==> config.mk <==
export PLATFORM = sky130hd
export DESIGN_NAME = adc_frame_capture_flat
export DESIGN_NICKNAME = d
export VERILOG_FILES = /design/src/rtl/adc_frame_capture_if.sv /design/src/rtl/adc_frame_capture.sv /design/src/flat_wrapper.sv
export SDC_FILE = /design/constraint.sdc
export NUM_CORES = 1
export LEC_CHECK = 0
export CAP_MARGIN = 5
export CORE_MARGIN = 2
export CORE_UTILIZATION = 25
export DETAILED_ROUTE_END_ITERATION = 8
export DONT_BUFFER_PORTS = 1
export MAX_ROUTING_LAYER = met4
export PLACE_DENSITY_LB_ADDON = 0.3
export RECOVER_POWER = 100
export SYNTH_ARGS = -nofsm -noshare
export SYNTH_HDL_FRONTEND = slang
export SYNTH_SLANG_ARGS = --single-unit
==> constraint.sdc <==
create_clock -name CLOCK_50 -period 3.9 [get_ports CLOCK_50]
set_clock_uncertainty 0.1 [all_clocks]
set_input_delay 1.17 -clock CLOCK_50 [delete_from_list [all_inputs] [get_ports CLOCK_50]]
set_output_delay 1.17 -clock CLOCK_50 [all_outputs]
set_load 0.02 [all_outputs]
==> src/rtl/adc_frame_capture_if.sv <==
// Sample stream interface of the ADC frame capture engine.
//   sample_data   captured sample (producer -> consumer)
//   sample_ch     channel that produced sample_data (producer -> consumer)
//   sample_valid  sample_data/sample_ch hold a sample (producer -> consumer)
//   sample_ready  consumer accepts when valid & ready (consumer -> producer)
interface adc_frame_capture_if #(
    parameter int unsigned DATA_BITS = 12,
    parameter int unsigned CH_BITS   = 2
);
    logic [DATA_BITS-1:0] sample_data;
    logic [CH_BITS-1:0]   sample_ch;
    logic                 sample_valid;
    logic                 sample_ready;

    modport master (
        output sample_data,
        output sample_ch,
        output sample_valid,
        input  sample_ready
    );

    modport slave (
        input  sample_data,
        input  sample_ch,
        input  sample_valid,
        output sample_ready
    );
endinterface

==> src/rtl/adc_frame_capture.sv <==
// SPI-style ADC capture engine. Generates SCLK from CLOCK_50, frames each transfer with cs_n,
// shifts the channel address out on mosi (MSB first) and the sample in on miso, then presents
// the last DATA_BITS received bits on a valid/ready stream. Single-shot (start) or continuous
// round-robin scanning (cont) over NUM_CH channels.
// Ports:
//   CLOCK_50     in   system clock, rising edge
//   reset        in   synchronous, active-high
//   start        in   one-cycle pulse, capture one frame (honoured in idle only)
//   cont         in   continuous frames while held
//   sclk         out  ADC serial clock
//   cs_n         out  ADC chip select, active-low
//   mosi         out  channel address, MSB first
//   miso         in   ADC serial data
//   overrun      out  sticky: an unaccepted sample was overwritten
//   clr_overrun  in   clears overrun
//   busy         out  high whenever a frame or gap is in progress
//   smp          sample stream (master): sample_data/sample_ch/sample_valid out, sample_ready in
module adc_frame_capture #(
    parameter int unsigned SCLK_DIV   = 4,
    parameter int unsigned FRAME_BITS = 16,
    parameter int unsigned DATA_BITS  = 12,
    parameter int unsigned NUM_CH     = 4,
    parameter int unsigned CH_BITS    = 2,
    parameter int unsigned GAP_CYCLES = 2
) (
    input  logic                CLOCK_50,
    input  logic                reset,
    input  logic                start,
    input  logic                cont,
    output logic                sclk,
    output logic                cs_n,
    output logic                mosi,
    input  logic                miso,
    output logic                overrun,
    input  logic                clr_overrun,
    output logic                busy,
    adc_frame_capture_if.master smp
);
    localparam int unsigned DivW = $clog2(SCLK_DIV);
    localparam int unsigned BitW = $clog2(FRAME_BITS);
    localparam int unsigned GapW = (GAP_CYCLES > 1) ? $clog2(GAP_CYCLES) : 1;

    localparam logic [DivW-1:0]    DivLast = DivW'(SCLK_DIV - 1);
    localparam logic [DivW-1:0]    DivHalf = DivW'(SCLK_DIV / 2);
    localparam logic [BitW-1:0]    BitLast = BitW'(FRAME_BITS - 1);
    localparam logic [GapW-1:0]    GapLast = GapW'(GAP_CYCLES - 1);
    localparam logic [CH_BITS-1:0] ChLast  = CH_BITS'(NUM_CH - 1);

    typedef enum logic [1:0] {
        StIdle,
        StShift,
        StGap
    } state_e;

    state_e               r_state;
    logic [DivW-1:0]      r_div;
    logic [BitW-1:0]      r_bit;
    logic [GapW-1:0]      r_gap;
    logic [CH_BITS-1:0]   r_frame_ch;
    logic [CH_BITS-1:0]   r_ch_ptr;
    logic [DATA_BITS-1:0] r_rx;
    logic                 r_sclk;
    logic                 r_cs_n;
    logic                 r_mosi;
    logic [DATA_BITS-1:0] r_data;
    logic [CH_BITS-1:0]   r_ch;
    logic                 r_valid;
    logic                 r_overrun;

    state_e               w_state_nxt;
    logic [DivW-1:0]      w_div_nxt;
    logic [BitW-1:0]      w_bit_nxt;
    logic [GapW-1:0]      w_gap_nxt;
    logic [CH_BITS-1:0]   w_frame_ch_nxt;
    logic                 w_mosi_nxt;
    logic [DATA_BITS-1:0] w_rx_nxt;
    logic                 w_frame_done;
    logic                 w_sample_now;

    assign w_frame_done = (r_state == StShift) && (r_div == DivLast) && (r_bit == BitLast);
    assign w_sample_now = (r_state == StShift) && (r_div == DivHalf);
    // With SCLK_DIV=2 the last miso sample and the frame end coincide, so load from the
    // post-shift value.
    assign w_rx_nxt = w_sample_now ? {r_rx[DATA_BITS-2:0], miso} : r_rx;

    always_comb begin
        w_state_nxt    = r_state;
        w_div_nxt      = r_div;
        w_bit_nxt      = r_bit;
        w_gap_nxt      = r_gap;
        w_frame_ch_nxt = r_frame_ch;
        unique case (r_state)
            StIdle: begin
                if (start || cont) begin
                    w_state_nxt    = StShift;
                    w_div_nxt      = '0;
                    w_bit_nxt      = '0;
                    w_frame_ch_nxt = r_ch_ptr;
                end
            end
            StShift: begin
                if (r_div == DivLast) begin
                    w_div_nxt = '0;
                    if (r_bit == BitLast) begin
                        w_state_nxt = StGap;
                        w_gap_nxt   = '0;
                    end else begin
                        w_bit_nxt = r_bit + 1'b1;
                    end
                end else begin
                    w_div_nxt = r_div + 1'b1;
                end
            end
            StGap: begin
                if (r_gap == GapLast) begin
                    if (cont) begin
                        w_state_nxt    = StShift;
                        w_div_nxt      = '0;
                        w_bit_nxt      = '0;
                        // Pointer was already advanced on entry to the gap.
                        w_frame_ch_nxt = r_ch_ptr;
                    end else begin
                        w_state_nxt = StIdle;
                    end
                end else begin
                    w_gap_nxt = r_gap + 1'b1;
                end
            end
            default: w_state_nxt = StIdle;
        endcase
    end

    // Pin outputs are registered from next-state values so they are glitch-free yet change in
    // the same cycle as the state they decode.
    always_comb begin
        w_mosi_nxt = 1'b0;
        if (w_state_nxt == StShift) begin
            if (w_div_nxt == '0) begin
                for (int b = 0; b < CH_BITS; b++) begin
                    if (w_bit_nxt == BitW'(b)) begin
                        w_mosi_nxt = w_frame_ch_nxt[CH_BITS-1-b];
                    end
                end
            end else begin
                w_mosi_nxt = r_mosi;
            end
        end
    end

    always_ff @(posedge CLOCK_50) begin
        if (reset) begin
            r_state    <= StIdle;
            r_div      <= '0;
            r_bit      <= '0;
            r_gap      <= '0;
            r_frame_ch <= '0;
            r_ch_ptr   <= '0;
            r_rx       <= '0;
            r_sclk     <= 1'b0;
            r_cs_n     <= 1'b1;
            r_mosi     <= 1'b0;
            r_data     <= '0;
            r_ch       <= '0;
            r_valid    <= 1'b0;
            r_overrun  <= 1'b0;
        end else begin
            r_state    <= w_state_nxt;
            r_div      <= w_div_nxt;
            r_bit      <= w_bit_nxt;
            r_gap      <= w_gap_nxt;
            r_frame_ch <= w_frame_ch_nxt;
            r_rx       <= w_rx_nxt;
            r_sclk     <= (w_state_nxt == StShift) && (w_div_nxt >= DivHalf);
            r_cs_n     <= (w_state_nxt != StShift);
            r_mosi     <= w_mosi_nxt;

            // A load in the same cycle as an accept wins: valid stays high with new data.
            if (w_frame_done) begin
                r_data   <= w_rx_nxt;
                r_ch     <= r_frame_ch;
                r_valid  <= 1'b1;
                r_ch_ptr <= (r_frame_ch == ChLast) ? '0 : r_frame_ch + 1'b1;
            end else if (r_valid && smp.sample_ready) begin
                r_valid <= 1'b0;
            end

            if (w_frame_done && r_valid && !smp.sample_ready) begin
                r_overrun <= 1'b1;
            end else if (clr_overrun) begin
                r_overrun <= 1'b0;
            end
        end
    end

    assign sclk             = r_sclk;
    assign cs_n             = r_cs_n;
    assign mosi             = r_mosi;
    assign overrun          = r_overrun;
    assign busy             = (r_state != StIdle);
    assign smp.sample_data  = r_data;
    assign smp.sample_ch    = r_ch;
    assign smp.sample_valid = r_valid;
endmodule

==> src/flat_wrapper.sv <==
// flat-port wrapper written by rule: the top's interface ports become plain ports
module adc_frame_capture_flat 
#(
    parameter int unsigned SCLK_DIV   = 4,
    parameter int unsigned FRAME_BITS = 16,
    parameter int unsigned DATA_BITS  = 12,
    parameter int unsigned NUM_CH     = 4,
    parameter int unsigned CH_BITS    = 2,
    parameter int unsigned GAP_CYCLES = 2
)
  (CLOCK_50, reset, start, cont, sclk, cs_n, mosi, miso, overrun, clr_overrun, busy, smp_sample_data, smp_sample_ch, smp_sample_valid, smp_sample_ready);
  adc_frame_capture_if #(.DATA_BITS(DATA_BITS), .CH_BITS(CH_BITS)) smp_i ();
  input  logic CLOCK_50;
  input  logic reset;
  input  logic start;
  input  logic cont;
  output logic sclk;
  output logic cs_n;
  output logic mosi;
  input  logic miso;
  output logic overrun;
  input  logic clr_overrun;
  output logic busy;
  output wire logic [$bits(smp_i.sample_data)-1:0] smp_sample_data;
  output wire logic [$bits(smp_i.sample_ch)-1:0] smp_sample_ch;
  output wire logic [$bits(smp_i.sample_valid)-1:0] smp_sample_valid;
  input wire logic [$bits(smp_i.sample_ready)-1:0] smp_sample_ready;
  assign smp_sample_data = smp_i.sample_data;
  assign smp_sample_ch = smp_i.sample_ch;
  assign smp_sample_valid = smp_i.sample_valid;
  assign smp_i.sample_ready = smp_sample_ready;
  adc_frame_capture #(.SCLK_DIV(SCLK_DIV), .FRAME_BITS(FRAME_BITS), .DATA_BITS(DATA_BITS), .NUM_CH(NUM_CH), .CH_BITS(CH_BITS), .GAP_CYCLES(GAP_CYCLES)) u_core (.CLOCK_50(CLOCK_50), .reset(reset), .start(start), .cont(cont), .sclk(sclk), .cs_n(cs_n), .mosi(mosi), .miso(miso), .overrun(overrun), .clr_overrun(clr_overrun), .busy(busy), .smp(smp_i));
endmodule
# After elaboration in Yosys (flattened, before gate mapping)
# Index checks and enable logic that the tools add are counted.
[classes]
n_addsub = 4
n_lt_le_gt_ge = 1
n_eq_ne = 11
mux = 33
bitwise = 1
n_reduce_logical = 18
[ops]
columns = ["op", "count"]
rows = [
  ["2-bit two-way mux", 12],
  ["4-bit two-way mux", 5],
  ["12-bit two-way mux", 1],
  ["2-bit case mux with 3 select lines", 2],
  ["4-bit case mux with 3 select lines", 1],
  ["1-bit two-way mux", 10],
  ["2-bit == test (second input constant)", 4],
  ["2-bit nonzero test", 4],
  ["1-bit logical AND", 7],
  ["2-bit by 1-bit adder with 2-bit output (second input constant)", 2],
  ["4-bit by 1-bit adder with 4-bit output (second input constant)", 1],
  ["2-bit by 1-bit == test with 1-bit output (second input constant)", 2],
  ["4-bit by 1-bit == test with 1-bit output (second input constant)", 1],
  ["4-bit == test (second input constant)", 1],
  ["2-bit logical NOT", 2],
  ["4-bit logical NOT", 1],
  ["2-bit != test (second input constant)", 2],
  ["2-bit case mux with 2 select lines", 1],
  ["3-bit AND reduction", 1],
  ["2-bit greater-or-equal comparator (second input constant)", 1],
  ["2-bit by 1-bit != test with 1-bit output (second input constant)", 1],
  ["1-bit case mux with 2 select lines", 1],
  ["2-bit OR reduction", 1],
  ["1-bit adder (second input constant)", 1],
  ["other kinds (3)", 3],
]
[word_totals]
reg_bits = 44
input_bits = 7
out_inout_bits = 20
elab_cells = 82

# Depth between registers and ports, before layout
# Gate-level depths: netlist of run 1.
[logic_depth]
ltp_word = 7
depth_mapped = 9

# Least setup slack after synthesis of run 1
# No wires, ideal clock.
[synth_timing]
path_kind = "input-to-reg"
from = "input cont"
to = "register u_core.r_mosi, in the netlist u_core.mosi"
setup_ns = 0.070
arrival_ns = 2.625
t_required_ns = 3.730
setup_slack_ns = 1.105
cell_stages = 6
n_path_buf = 0
cell_sequence = "nor3b_2 -> o31a_4 -> a221o_2 -> mux2i_1 -> or4b_1 -> a21oi_1"
[synth_between]
elab_chain_cells = 6
elab_cells_between_ends = 25
classes_between = "2 x eq/ne; 18 x mux; 1 x bitwise; 4 x reduce/logical"
[synth_lines]
columns = ["item", "line", "source"]
rows = [
  ["start, declared", "flat_wrapper.sv:16", "input logic cont;"],
  ["4-bit two-way mux (tied with other cells)", "adc_frame_capture.sv:116", "if (cont) begin"],
  ["4-bit two-way mux (tied with other cells)", "adc_frame_capture.sv:115", "if (r_gap == GapLast) begin"],
  ["4-bit case mux with 3 select lines / 2-bit case mux with 3 select lines (equally long branches)", "adc_frame_capture.sv:92", "unique case (r_state)"],
  ["4-bit logical NOT / 2-bit by 1-bit == test with 1-bit output (equally long branches)", "adc_frame_capture.sv:140, adc_frame_capture.sv:137", ""],
  ["1-bit two-way mux / 1-bit NOT (equally long branches)", "n/a", ""],
  ["1-bit two-way mux / 2-bit OR reduction (equally long branches)", "n/a", ""],
  ["end signal, assigned", "adc_frame_capture.sv:175", "r_mosi <= w_mosi_nxt;"],
  ["end, declared", "adc_frame_capture.sv:64", "logic r_mosi;"],
]
# Several ways; a longest one is shown, not always the timed one.
# A chain may end at the register's enable or synchronous reset.

# Final worst setup path of run 1
[layout_timing]
from = "register u_core.r_state[0]"
to = "register u_core.r_data[11], in the netlist u_core.smp.sample_data[11]"
[layout_between]
elab_chain_cells = 3
elab_cells_between_ends = 5
classes_between = "1 x eq/ne; 1 x mux; 3 x reduce/logical"
[layout_lines]
columns = ["item", "line", "source"]
rows = [
  ["start, declared", "adc_frame_capture.sv:55", "state_e r_state;"],
  ["start signal, assigned", "adc_frame_capture.sv:152", "r_state <= StIdle;"],
  ["start signal, assigned", "adc_frame_capture.sv:167", "r_state <= w_state_nxt;"],
  ["2-bit by 1-bit == test with 1-bit output *", "adc_frame_capture.sv:80, adc_frame_capture.sv:81", ""],
  ["1-bit logical AND (on tied branches)", "adc_frame_capture.sv:81, adc_frame_capture.sv:80", ""],
  ["12-bit two-way mux / 1-bit logical AND (equally long branches)", "adc_frame_capture.sv:84, adc_frame_capture.sv:80", ""],
  ["end signal, assigned", "adc_frame_capture.sv:179", "r_data <= w_rx_nxt;"],
  ["end, declared", "adc_frame_capture.sv:65", "logic [DATA_BITS-1:0] r_data;"],
]
# Mark *: on every way between the ends. The rest lies on a longest branch, timed or not.

==> flow_summary.json, run 1 <==
{
  "startpoint": "u_core.r_state[0]$_SDFF_PP0_",
  "pwr-share-clk_pct": 37.1,
  "placed_area_mm2": 0.001928,
  "tightestPinTransition_ns": 1.636,
  "cts_tree": "done",
  "cts_made_buffers": 5,
  "drtIter0Drc": 66,
  "postRouteWirelength_mm": 3.657,
  "r2r_setup_slack_ns": 1.07,
  "cp-start-kind": "flop",
  "holdWs_ns": 0.3569,
  "area_growth_pct": 8.740,
  "gr-total-overflow": 0,
  "setup_viol": 0,
  "synth-seq-area-share_pct": 47.70,
  "syn_avg_cell_area_um2": 8.965,
  "yosys_warnings": 0,
  "die_width_um": 89.95,
  "critical_path_arrival_ns": 2.94,
  "setup_tns_ns": 0,
  "worstPathMaxFanout": 27,
  "htreeDepth": 2,
  "leakagePower_uw": 0.0007997,
  "num_vias": 1357,
  "rows": 31,
  "io_pins": 27,
  "grt_first_pass_wirelength_mm": 6.382,
  "routabilityCongestion": 0.8009,
  "cts.root.buffer_cell": "clkbuf_8",
  "timing.rr.end": "u_core.smp.sample_data[11]$_SDFFE_PP0P_",
  "antenna_found_initial": 0,
  "core_area_mm2": 0.007214,
  "hold_violations": 0,
  "rsz0062_at_grt": "false",
  "grt_max_degree": 43,
  "violations": "max-capacitance violations, max-slew violations",
  "drtPass1Iterations": 4,
  "layout_common_cells": "44 x dfxtp_1, 41 x nor2_1, 20 x nand2_1",
  "timing.slew.headroom_pct": -9.450,
  "pwr-share-comb_pct": 4.9,
  "dieArea_mm2": 0.008091,
  "cts_setup_buffers": 0,
  "crit_path_end_kind": "flop",
  "clockBufferDepth": 2,
  "cellPowerDensity_mw_per_mm2": 393.8,
  "layout-drive-gt1-share_pct": 4.433,
  "hpwl_mm": 2.552,
  "yosys.area.top_type_share_pct": 47.70,
  "start_util_pct": 25.60,
  "drtAntennaViolNets": 0,
  "status": "finished with violations",
  "synth_area_mm2": 0.001847,
  "ctsHoldBuffers": 0,
  "layout_commonest_cell": "dfxtp_1",
  "clock_latency_ns": 0.29,
  "grt_pass1_vias": 1348,
  "drc_errors": 0,
  "drt-vias-per-instance": 4.493,
  "criticalPathCategory": "reg2reg",
  "report.final.slew_viol_count": 28,
  "crit_required_ns": 4.01,
  "min_path_type": "reg2reg",
  "hold_start": "u_core.r_ch_ptr[1]$_SDFFE_PP0P_",
  "syn_inst": 206,
  "switchingPower_uw": 180.2,
  "timing.final.crit_share_pct": 72.64,
  "min_to": "u_core.r_ch_ptr[1]$_SDFFE_PP0P_",
  "rr_worst_depth": 5,
  "synth_top_cell_by_area": "dfxtp_1",
  "ir_drop_uv": 103.5,
  "die_h_um": 89.95,
  "p_seq_share_pct": 58.0,
  "num_antenna_cells": 0,
  "grt_usage_pct": 9.974,
  "design_area_mm2": 0.002008,
  "p_sw_share_pct": 22.79,
  "fmax_mhz": 353.0,
  "period_minus_slack_ns": 2.833,
  "fin_nets": 217,
  "rr_startpoint": "u_core.r_state[0]$_SDFF_PP0_",
  "ys_types": 35,
  "hold_depth": 2,
  "numPortBuffers": 0,
  "synth_nets": 221,
  "postCtsResizedCells": 0,
  "intPower_uw": 610.6,
  "yosys-top-cells-area": "dfxtp_1 48%, nor2_1 8.3%, mux2i_1 7.0%",
  "cap_viol_max_count": 1,
  "cts.sinks": 44,
  "clk_pin_slew_ns": 0.08,
  "ys_ff_latch": 44,
  "routedWlPerCell_um": 12.11
}
[routing by layer]
metal | global-route usage, % | wire length, um
met2 | 15.21 | 1609
met3 | 3.269 | 161
met5 | - | 0
met4 | 3.462 | 43
met1 | 12.47 | 1842
[worst max-delay path by stage]
stage                     depth (start not counted)                                      end  slack [ns]
final                                             5  u_core.smp.sample_data[11]$_SDFFE_PP0P_        1.07
after global routing                              5   u_core.smp.sample_data[0]$_SDFFE_PP0P_        0.68
after CTS                                         8                 u_core.mosi$_SDFFE_PP0N_        1.29
after detailed placement                          6                 u_core.mosi$_SDFFE_PP0N_        1.02
after global placement                            6                 u_core.mosi$_SDFFE_PP0N_        1.05
after floorplan                                   6                 u_core.mosi$_SDFFE_PP0N_        1.10
[power groups by stage]
stage          combinational (uW)  clock (uW)  sequential (uW)
5_1_grt                      45.2         331              459
6_report                     38.6         294              459
2_1_floorplan                37.2           0              468
4_1_cts                      39.3         310              459
3_5_place_dp                 39.3           0              469
3_3_place_gp                 39.1           0              469
[kinds of logic after synthesis]
kind of cell / share of synthesized area (%)
adders and majority gates: 5.420
AOI/OAI and AO/OA: 15.79
muxes: 7.046
and+or+nand+nor: 20.80
buffers and inverters: 3.252
DFF: 47.70
[Yosys cell counts, drive strengths merged]
cell    number
dfxtp       44
nor2        41
nand2       20
a211oi      14
a21oi       14
mux2i       13
clkbuf       8
ha           8
nor2b        5
inv          4
nand3        4
buf          3
nand2b       3
nor3         3
o21ai        3
a22o         2
nor3b        2
o31a         2
a221o        1
a221oi       1
a22oi        1
and2         1
nand3b       1
nand4        1
o211a        1
o22ai        1
o31ai        1
or2          1
or3          1
or4          1
or4b         1
[per-stage QoR]
step / utilization, % / cells / worst slack, ns / power, uW
floorplan: - / 206 / 1.105 / 505.3
global placement: 26.73 / 294 / 1.051 / 508.2
detailed placement: 26.73 / 294 / 1.025 / 508.7
CTS: 28.03 / 302 / 1.288 / 808.5
global route: 27.84 / 302 / 0.6830 / 835.8
finish: 27.84 / 302 / 1.067 / 790.9
[sequential cells by signal, summed over array words and instances (netlist names)]
| signal | count |
|---|---|
| u_core.r_rx | 12 |
| u_core.smp.sample_data | 12 |
| u_core.r_bit | 4 |
| u_core.r_ch_ptr | 2 |
| u_core.r_div | 2 |
| u_core.r_frame_ch | 2 |
| u_core.r_state | 2 |
| u_core.smp.sample_ch | 2 |
| u_core.cs_n | 1 |
| u_core.mosi | 1 |
| u_core.overrun | 1 |
| u_core.r_gap | 1 |
| u_core.sclk | 1 |
| u_core.smp.sample_valid | 1 |
[area by class of cell]
| cell class | count | area (um^2) |
|---|---|---|
| Fill cell | 788 | 5206 |
| Tap cell | 99 | 123.9 |
| Multi-Input combinational cell | 147 | 894.6 |
| Clock buffer | 7 | 86.33 |
| Clock inverter | 1 | 7.507 |
| Sequential cell | 44 | 880.8 |
| Inverter | 4 | 15.01 |
[worst max-delay path, stage by stage (launching register included)]
cell      delay (ns)
dfxtp_1         0.40
ha_1            0.41
nand3_1         0.20
nor2_1          1.26
nor2_1          0.10
a211oi_1        0.26
(Power assumes the default switching activity.)
==> run 2, diff against run 1 <==
==> constraint.sdc (replaced) <==
create_clock -name CLOCK_50 -period 2.9 [get_ports CLOCK_50]
set_clock_uncertainty 0.1 [all_clocks]
set_input_delay 0.87 -clock CLOCK_50 [delete_from_list [all_inputs] [get_ports CLOCK_50]]
set_output_delay 0.87 -clock CLOCK_50 [all_outputs]
set_load 0.02 [all_outputs]
==> run 2 against run 1 <==
Against the previous run:
- the flow now finishes without violations
- register-to-register slack lost 0.70 ns
- via count shrank 0.44%
- sequential power grew 34%
- cell count grew 0.33%
- sequential share of layout area shrank 0.16 points
- power grew 37%
- worst hold slack gained 0.0067 ns
- non-clock buffer count grew 1
- count of clock-buffer cells in the layout shrank 1
- routed wire length shrank 2.7%
- first-iteration DRC count grew 21%
- core utilization grew 0.10 points
- largest cell class unchanged
- highest routed layer unchanged
==> flow_summary.json, run 2 (synthesis gave the netlist of run 1 again) <==
{
  "drtPass1Iterations": 4,
  "rr_startpoint": "u_core.r_state[0]$_SDFF_PP0_",
  "use_met3_pct": 4.359,
  "drtIter0Drc": 80,
  "criticalPathCategory": "reg2reg",
  "cts.root.buffer_cell": "clkbuf_8",
  "htreeDepth": 2,
  "drtAntennaViolNets": 0,
  "die_width_um": 89.95,
  "report.final.slew_viol_count": 0,
  "hold_start": "u_core.r_ch_ptr[1]$_SDFFE_PP0P_",
  "cellPowerDensity_mw_per_mm2": 535.8,
  "cts.sinks": 44,
  "setup_viol": 0,
  "status": "completed",
  "postRouteWirelength_mm": 3.558,
  "start_util_pct": 25.60,
  "leakagePower_uw": 0.0008115,
  "io_pins": 27,
  "clk_pin_slew_ns": 0.09,
  "cap_viol_max_count": 0,
  "layout_common_cells": "44 x dfxtp_1, 41 x nor2_1, 20 x nand2_1",
  "grt_max_degree": 43,
  "die_h_um": 89.95,
  "grt_pass1_vias": 1319,
  "cts_setup_buffers": 0,
  "routedWlPerCell_um": 11.74,
  "rsz0062_at_grt": "false",
  "tightestPinTransition_ns": 0.6536,
  "grt_first_pass_wirelength_mm": 6.189,
  "worstPathMaxFanout": 7,
  "rr_worst_depth": 8,
  "holdWs_ns": 0.3636,
  "postCtsResizedCells": 0,
  "area_growth_pct": 9.146,
  "busiest_layer": "met2",
  "layout_commonest_cell": "dfxtp_1",
  "timing.final.crit_share_pct": 87.24,
  "startpoint": "u_core.r_state[0]$_SDFF_PP0_",
  "hpwl_mm": 2.574,
  "fmax_mhz": 395.3,
  "setup_tns_ns": 0,
  "multi_input_area_um2": 894.6,
  "numPortBuffers": 0,
  "num_vias": 1351,
  "rows": 31,
  "crit_required_ns": 3.03,
  "fillers": 803,
  "critical_path_arrival_ns": 2.66,
  "drc_errors": 0,
  "cts_tree": "done",
  "clockBufferDepth": 2,
  "drt-vias-per-instance": 4.459,
  "fin_nets": 218,
  "regArea_um2": 880.8,
  "cp-start-kind": "flop",
  "clock_latency_ns": 0.30,
  "crit_path_end_kind": "flop",
  "core_area_mm2": 0.007214,
  "gr-total-overflow": 0,
  "period_minus_slack_ns": 2.530,
  "layout-drive-gt1-share_pct": 5.392,
  "grt_usage_pct": 9.664,
  "timing.slew.headroom_pct": 56.32,
  "min_path_type": "reg2reg",
  "grt_util_met1_pct": 11.84,
  "use_met2_pct": 14.46,
  "ir_drop_uv": 178.0,
  "routabilityCongestion": 0.8216,
  "hold_depth": 2,
  "dieArea_mm2": 0.008091,
  "cts_made_buffers": 5,
  "ctsHoldBuffers": 0,
  "num_antenna_cells": 0,
  "hold_violations": 0,
  "antenna_found_initial": 0
}
## run 2: final timing paths
| path | endpoint | slack [ns] |
|---|---|---|
| max | u_core.mosi$_SDFFE_PP0N_ | 0.37 |
| min | u_core.r_ch_ptr[1]$_SDFFE_PP0P_ | 0.36 |
| max reg2reg | u_core.mosi$_SDFFE_PP0N_ | 0.37 |
| min reg2reg | u_core.r_ch_ptr[1]$_SDFFE_PP0P_ | 0.36 |
## run 2: power by group
group	switching [uW]	internal [uW]
logic	33.4	18.6
registers	7.18	609
clock network	217	195
## run 2: worst max-delay path, stage by stage (launching register included)
cell,delay (ns)
dfxtp_1,0.38
inv_1,0.08
ha_1,0.25
nor3b_1,0.17
o31a_4,0.31
a221o_2,0.41
mux2i_1,0.12
or4b_1,0.51
a21oi_1,0.12
## run 2: cell type report
class	count	area share, %
Clock inverter	2	0.6828
Clock buffer	6	4.097
Multi-Input combinational cell	147	44.38
Inverter	4	0.7449
Timing Repair Buffer	1	0.2483
Sequential cell	44	43.70
Tap cell	99	6.145
## run 2: routing by layer
metal	share of wire [%]	vias to the layer above
li1	-	705
met2	46	18
met1	48	622
met5	0	-
met3	5.7	6
met4	1.1	0
## run 2: through the flow
stage          total power, uW  cells  instance area (um^2)  util, %  setup slack, ns
6_report                  1080    303                  2016    27.94           0.3701
3_3_place_gp             683.0    295                  1936    26.83           0.3560
2_1_floorplan            679.5    206                  1847        -           0.4047
3_5_place_dp             683.8    295                  1936    26.83           0.3368
4_1_cts                   1099    303                  2032    28.17           0.3500
5_1_grt                   1128    303                  2016    27.94           0.2356
